$ cat src/rtl/coin_acceptor_if.sv
// Bundle between the slot sensors / vending controller and the coin acceptor.
// The master drives the sensors and busy; the slave (acceptor) returns coin status.
interface coin_acceptor_if #(
    parameter int PTR_W = 2
);
    logic             sense_5;
    logic             sense_10;
    logic             busy;
    logic [1:0]       coin;
    logic [PTR_W:0]   pending;
    logic             overflow;

    modport master (
        output sense_5, sense_10, busy,
        input  coin, pending, overflow
    );

    modport slave (
        input  sense_5, sense_10, busy,
        output coin, pending, overflow
    );
endinterface

$ cat src/rtl/coin_acceptor.sv
// Synchronises and debounces the two coin slot sensors, queues coin events and
// issues them to the vending controller as one-cycle codes paced by busy.
module coin_acceptor #(
    parameter int DEB_CYCLES = 4,
    parameter int PTR_W      = 2
) (
    input  logic           clock,
    input  logic           reset,
    coin_acceptor_if.slave bus
);
    localparam int DEPTH = 2 ** PTR_W;
    localparam int CNT_W = $clog2(DEB_CYCLES);

    // Index 0 is the 5-cent line, index 1 the 10-cent line.
    logic [1:0]       sense;
    logic [1:0]       meta_q, sync_q;
    logic [1:0]       deb_q, deb_d;
    logic [1:0]       ev_q, ev_d;
    logic [CNT_W-1:0] cnt_q [2];
    logic [CNT_W-1:0] cnt_d [2];

    logic [1:0]       mem_q [DEPTH];
    logic [PTR_W-1:0] wr_q, wr_d, rd_q, rd_d, wr10;
    logic [PTR_W:0]   fill_q, fill_d;
    logic [1:0]       coin_q, coin_d;
    logic             ovf_q, ovf_d;
    logic             pop, acc5, acc10;
    logic [PTR_W+1:0] free;

    assign sense = {bus.sense_10, bus.sense_5};

    always_comb begin
        for (int i = 0; i < 2; i++) begin
            deb_d[i] = deb_q[i];
            cnt_d[i] = '0;
            ev_d[i]  = 1'b0;
            if (sync_q[i] != deb_q[i]) begin
                if (cnt_q[i] == CNT_W'(DEB_CYCLES - 1)) begin
                    deb_d[i] = sync_q[i];
                    ev_d[i]  = sync_q[i];
                end else begin
                    cnt_d[i] = cnt_q[i] + 1'b1;
                end
            end
        end
    end

    // Space counts the slot freed by this cycle's pop; the five claims space before the ten.
    always_comb begin
        pop    = !bus.busy && (fill_q != '0) && (coin_q == 2'b00);
        free   = (PTR_W+2)'(DEPTH) - {1'b0, fill_q} + (PTR_W+2)'(pop);
        acc5   = ev_q[0] && (free != '0);
        acc10  = ev_q[1] && (free >= (acc5 ? (PTR_W+2)'(2) : (PTR_W+2)'(1)));
        wr10   = wr_q + PTR_W'(acc5);
        wr_d   = wr_q + PTR_W'(acc5) + PTR_W'(acc10);
        rd_d   = rd_q + PTR_W'(pop);
        fill_d = fill_q + (PTR_W+1)'(acc5) + (PTR_W+1)'(acc10) - (PTR_W+1)'(pop);
        coin_d = pop ? mem_q[rd_q] : 2'b00;
        ovf_d  = ovf_q | (ev_q[0] & ~acc5) | (ev_q[1] & ~acc10);
    end

    always_ff @(posedge clock) begin
        if (!reset) begin
            meta_q   <= '0;
            sync_q   <= '0;
            deb_q    <= '0;
            ev_q     <= '0;
            cnt_q[0] <= '0;
            cnt_q[1] <= '0;
            wr_q     <= '0;
            rd_q     <= '0;
            fill_q   <= '0;
            coin_q   <= 2'b00;
            ovf_q    <= 1'b0;
        end else begin
            meta_q   <= sense;
            sync_q   <= meta_q;
            deb_q    <= deb_d;
            ev_q     <= ev_d;
            cnt_q[0] <= cnt_d[0];
            cnt_q[1] <= cnt_d[1];
            wr_q     <= wr_d;
            rd_q     <= rd_d;
            fill_q   <= fill_d;
            coin_q   <= coin_d;
            ovf_q    <= ovf_d;
        end
    end

    // Storage needs no reset: occupancy is tracked solely by fill_q and the pointers.
    always_ff @(posedge clock) begin
        if (reset && acc5) begin
            mem_q[wr_q] <= 2'b01;
        end
        if (reset && acc10) begin
            mem_q[wr10] <= 2'b10;
        end
    end

    assign bus.coin     = coin_q;
    assign bus.pending  = fill_q;
    assign bus.overflow = ovf_q;
endmodule
$ cat src/flat_wrapper.sv
// flat-port wrapper written by rule: the top's interface ports become plain ports
module coin_acceptor_flat 
#(
    parameter int DEB_CYCLES = 4,
    parameter int PTR_W      = 2
)
  (clock, reset, bus_sense_5, bus_sense_10, bus_busy, bus_coin, bus_pending, bus_overflow);
  coin_acceptor_if #(.PTR_W(PTR_W)) bus_i ();
  input  logic clock;
  input  logic reset;
  input wire logic [$bits(bus_i.sense_5)-1:0] bus_sense_5;
  input wire logic [$bits(bus_i.sense_10)-1:0] bus_sense_10;
  input wire logic [$bits(bus_i.busy)-1:0] bus_busy;
  output wire logic [$bits(bus_i.coin)-1:0] bus_coin;
  output wire logic [$bits(bus_i.pending)-1:0] bus_pending;
  output wire logic [$bits(bus_i.overflow)-1:0] bus_overflow;
  assign bus_i.sense_5 = bus_sense_5;
  assign bus_i.sense_10 = bus_sense_10;
  assign bus_i.busy = bus_busy;
  assign bus_coin = bus_i.coin;
  assign bus_pending = bus_i.pending;
  assign bus_overflow = bus_i.overflow;
  coin_acceptor #(.DEB_CYCLES(DEB_CYCLES), .PTR_W(PTR_W)) u_core (.clock(clock), .reset(reset), .bus(bus_i));
endmodule
$ cat config.mk
export PLATFORM = sky130hd
export DESIGN_NAME = coin_acceptor_flat
export DESIGN_NICKNAME = d
export VERILOG_FILES = /design/src/rtl/coin_acceptor_if.sv /design/src/rtl/coin_acceptor.sv /design/src/flat_wrapper.sv
export SDC_FILE = /design/constraint.sdc
export NUM_CORES = 1
export LEC_CHECK = 0
export ABC_AREA = 0
export CORE_MARGIN = 3
export CORE_UTILIZATION = 31
export CTS_BUF_LIST = sky130_fd_sc_hd__clkbuf_16
export DETAILED_ROUTE_END_ITERATION = 6
export RECOVER_POWER = 25
export SKIP_CTS_REPAIR_TIMING = 1
export SYNTH_ARGS = -nofsm -noshare
export SYNTH_HDL_FRONTEND = slang
export SYNTH_SLANG_ARGS = --single-unit
$ cat constraint.sdc
create_clock -name clock -period 4.28 [get_ports clock]
set_input_delay 0.428 -clock clock [delete_from_list [all_inputs] [get_ports clock]]
set_output_delay 0.428 -clock clock [all_outputs]
set_load 0.01 [all_outputs]
==> flow_summary.ini <==
[floorplanning]
rows = 23
dieArea_um2 = 5100
initial_utilization = 0.327
core-area_um2 = 4060
die_w_um = 71.4
fp.dieH_um = 71.4
boundaryPins = 11

[critical_path]
critPathMaxFanout = 6
r2r-start = u_core.bus.pending[2]$_SDFF_PN0_
regToRegSetupSlack_ns = 0.49
crit_type = input pin to flip-flop
worst_setup_path_start_kind = input pin
endpoint = u_core.bus.pending[2]$_SDFF_PN0_
r2r_end = u_core.bus.pending[2]$_SDFF_PN0_
worstPathRequired_ns = 4.42
rr_worst_depth = 19
crit_start = bus_busy
crit_arrival_ns = 4.11
critPathCaptureType = flip-flop

[detailed_routing]
routed_wl_um = 2370
viasPerCell = 4.91
drc_errors = 0
wl_per_cell_um = 12.7
drt_pass1_iterations = 4
drtAntennaViolNets = 0
num_vias = 918
drt_iter0_markers = 36

[layout]
n_antenna_cell = 0
num-nets-final = 156
final_cells = 187
area_growth_pct = 21.9
drive_gt1_frac = 0.0803

[placement]
dpl.hpwl_um = 1780
place_inst = 181
pre_cts_ws_ns = -0.0332
place_congestion = 0.813
port_buffers = 10

[flow_run]
cap_violations = 0

[grt]
global_route.usage.met2 = 0.173
grt.met3_usage = 0.0519
busiest_layer = met2
grt_pass1_vias = 902
grt_remaining_overflow = 0
grt_start_max_net_pins = 18
grtUsageTotal = 0.109
grtUsageMet1 = 0.123
grt_first_pass_wirelength_um = 4200
antenna_found_initial = 0

[sta]
slew_headroom = 0.634
tightest_slew_ns = 0.547
setup_slack_ns = 0.308
hold_viol_final = 0
final_max_slew_viol_count = 0
fin_skew_ns = 0.00406
min_period_over_period = 0.928
setup_viol_count_final = 0
fmax_ghz = 0.252
period_minus_slack_ns = 3.97
rsz0062_at_grt = no

[status]
outcome = completed

[cts]
clock_path_buffers = 2
clk_pin_slew_ns = 0.05
cts_max_level = 2
cts-root-buf = clkbuf_16
cts_buffers = 5
cts_tree = yes
cts_sinks = 30
clk_latency_ns = 0.27

[synth]
synthTopCellsByArea = dfxtp_1 (45%), ha_1 (10%), xnor2_1 (4.0%)
synth_top_area_cell = dfxtp_1
synthCells = 125
synth_top_area_share = 0.453
synth_cell_types = 36
yosys_warnings = 0
synth_area_um2 = 1330
syn_avg_cell_area_um2 = 10.6
synth_seq_cells = 30
seq_area_frac_synth = 0.453
synth_nets = 143

[hold_path]
hp-class = flip-flop to flip-flop

[power]
power.density_nw_per_um2 = 547
ir_drop_v = 0.000231
p_leak_nw = 0.673
[how the worst min path moves through the flow]
stage | from | end | slack (ns) | cells past startpoint
after CTS | u_core.cnt_q[0][2]$_SDFF_PP0_ | u_core.cnt_q[0][2]$_SDFF_PP0_ | 0.43 | 1
after detailed placement | u_core.meta_q[0]$_SDFF_PN0_ | u_core.sync_q[0]$_SDFF_PN0_ | 0.42 | 1
after global routing | u_core.meta_q[0]$_SDFF_PN0_ | u_core.sync_q[0]$_SDFF_PN0_ | 0.44 | 1
after global placement | u_core.cnt_q[0][0]$_SDFF_PP0_ | u_core.cnt_q[0][0]$_SDFF_PP0_ | 0.41 | 1
final | u_core.cnt_q[0][2]$_SDFF_PP0_ | u_core.cnt_q[0][2]$_SDFF_PP0_ | 0.43 | 1
after floorplan | u_core.cnt_q[0][0]$_SDFF_PP0_ | u_core.cnt_q[0][0]$_SDFF_PP0_ | 0.41 | 1
[state kept, by name, indices dropped and copies added (netlist names)]
signal               flops
u_core.mem_q             8
u_core.cnt_q             4
u_core.bus.pending       3
u_core.bus.coin          2
u_core.deb_q             2
u_core.ev_q              2
u_core.meta_q            2
u_core.rd_q              2
u_core.sync_q            2
u_core.wr_q              2
u_core.bus.overflow      1
[routing by layer]
| layer | vias up | share of wire |
|---|---|---|
| met5 | - | 0 |
| met1 | 432 | 0.44 |
| li1 | 464 | - |
| met3 | 6 | 0.055 |
| met4 | 0 | 0.028 |
| met2 | 16 | 0.48 |
[worst max-delay path, stage by stage]
cell and delay, ns:
clkdlybuf4s50_1 0.41, nor4_2 0.33, inv_1 0.08, ha_1 0.19
inv_1 0.05, ha_1 0.18, nand4b_1 0.18, a21oi_2 0.19
nand2b_1 0.21, ha_1 0.25, nand2b_1 0.14, a221o_1 0.36
and2_2 0.23, inv_1 0.07, fa_1 0.17, inv_1 0.05
fa_1 0.37, xnor2_1 0.15, nor2_1 0.05
[logic make-up (layout without fill, tap and decap cells)]
family | count (synthesis) | in the layout | share of synthesized area
adders and majority gates | 13 | 13 | 0.134
and+or+nand+nor | 39 | 39 | 0.181
AOI/OAI and AO/OA | 15 | 15 | 0.0887
muxes | 4 | 4 | 0.0491
DFF | 30 | 30 | 0.453
buffers and inverters | 17 | 29 | 0.0481
xor gates and xnor gates | 7 | 7 | 0.0462
[layout by cell type, fill, tap and decap left out, types with 2 or more instances in the layout]
master	n
mux4_2	2
clkbuf_16	5
nor4b_1	2
clkdlybuf4s50_1	9
inv_1	12
nand3b_1	2
a22o_1	2
a2bb2oi_1	2
nand2_1	2
xnor2_1	6
nor3b_1	2
and3_1	2
fa_1	2
nor4_1	2
a21oi_1	2
nor2_1	7
dfxtp_1	30
nand2b_1	3
nand4_1	2
and4b_1	2
o2bb2ai_1	2
ha_1	11
mux2i_1	2
and2_1	6
[layout make-up]
| type | instances | area [um^2] |
|---|---|---|
| clock inverter | 1 | 3.75 |
| fill | 392 | 2440 |
| multi-input combinational | 78 | 672 |
| tap | 50 | 62.6 |
| inverter | 12 | 45.0 |
| timing repair buffer | 11 | 108 |
| clock buffer | 5 | 125 |
| sequential | 30 | 601 |
[stage by stage]
step / TNS [ns] / power (mW) / utilization / cell area [um^2] / hold slack, ns
after floorplan: 0 / 0.494 / - / 1330 / 0.405
after global routing: 0 / 0.943 / 0.398 / 1620 / 0.439
final: 0 / 0.884 / 0.398 / 1620 / 0.426
after detailed placement: -0.0555 / 0.575 / 0.364 / 1480 / 0.420
after global placement: 0 / 0.561 / 0.364 / 1480 / 0.412
after CTS: 0 / 0.891 / 0.396 / 1610 / 0.430
[synthesized netlist by cell type]
cell       number
a21oi_1         3
a221o_1         1
a22o_1          2
a22oi_1         1
a2bb2oi_1       2
a31oi_1         1
a32o_1          1
and2_1          7
and2_2          1
and3_1          2
and4b_1         2
buf_1           1
clkbuf_1        4
dfxtp_1        30
fa_1            2
ha_1           11
inv_1          12
mux2i_1         2
mux4_2          2
nand2_1         2
nand2b_1        3
nand3_1         1
nand3b_1        2
nand4_1         2
nand4b_1        1
nor2_1          7
nor3_1          1
nor3b_1         2
nor4_1          3
nor4b_1         2
o211a_1         1
o22ai_1         1
o2bb2ai_1       2
or2_1           1
xnor2_1         6
xor2_1          1
[report_power, final]
group / internal, mW / switching, mW
Sequential: 0.303 / 0.0238
Combinational: 0.128 / 0.119
Clock: 0.205 / 0.105
(Power assumes the default switching activity.)
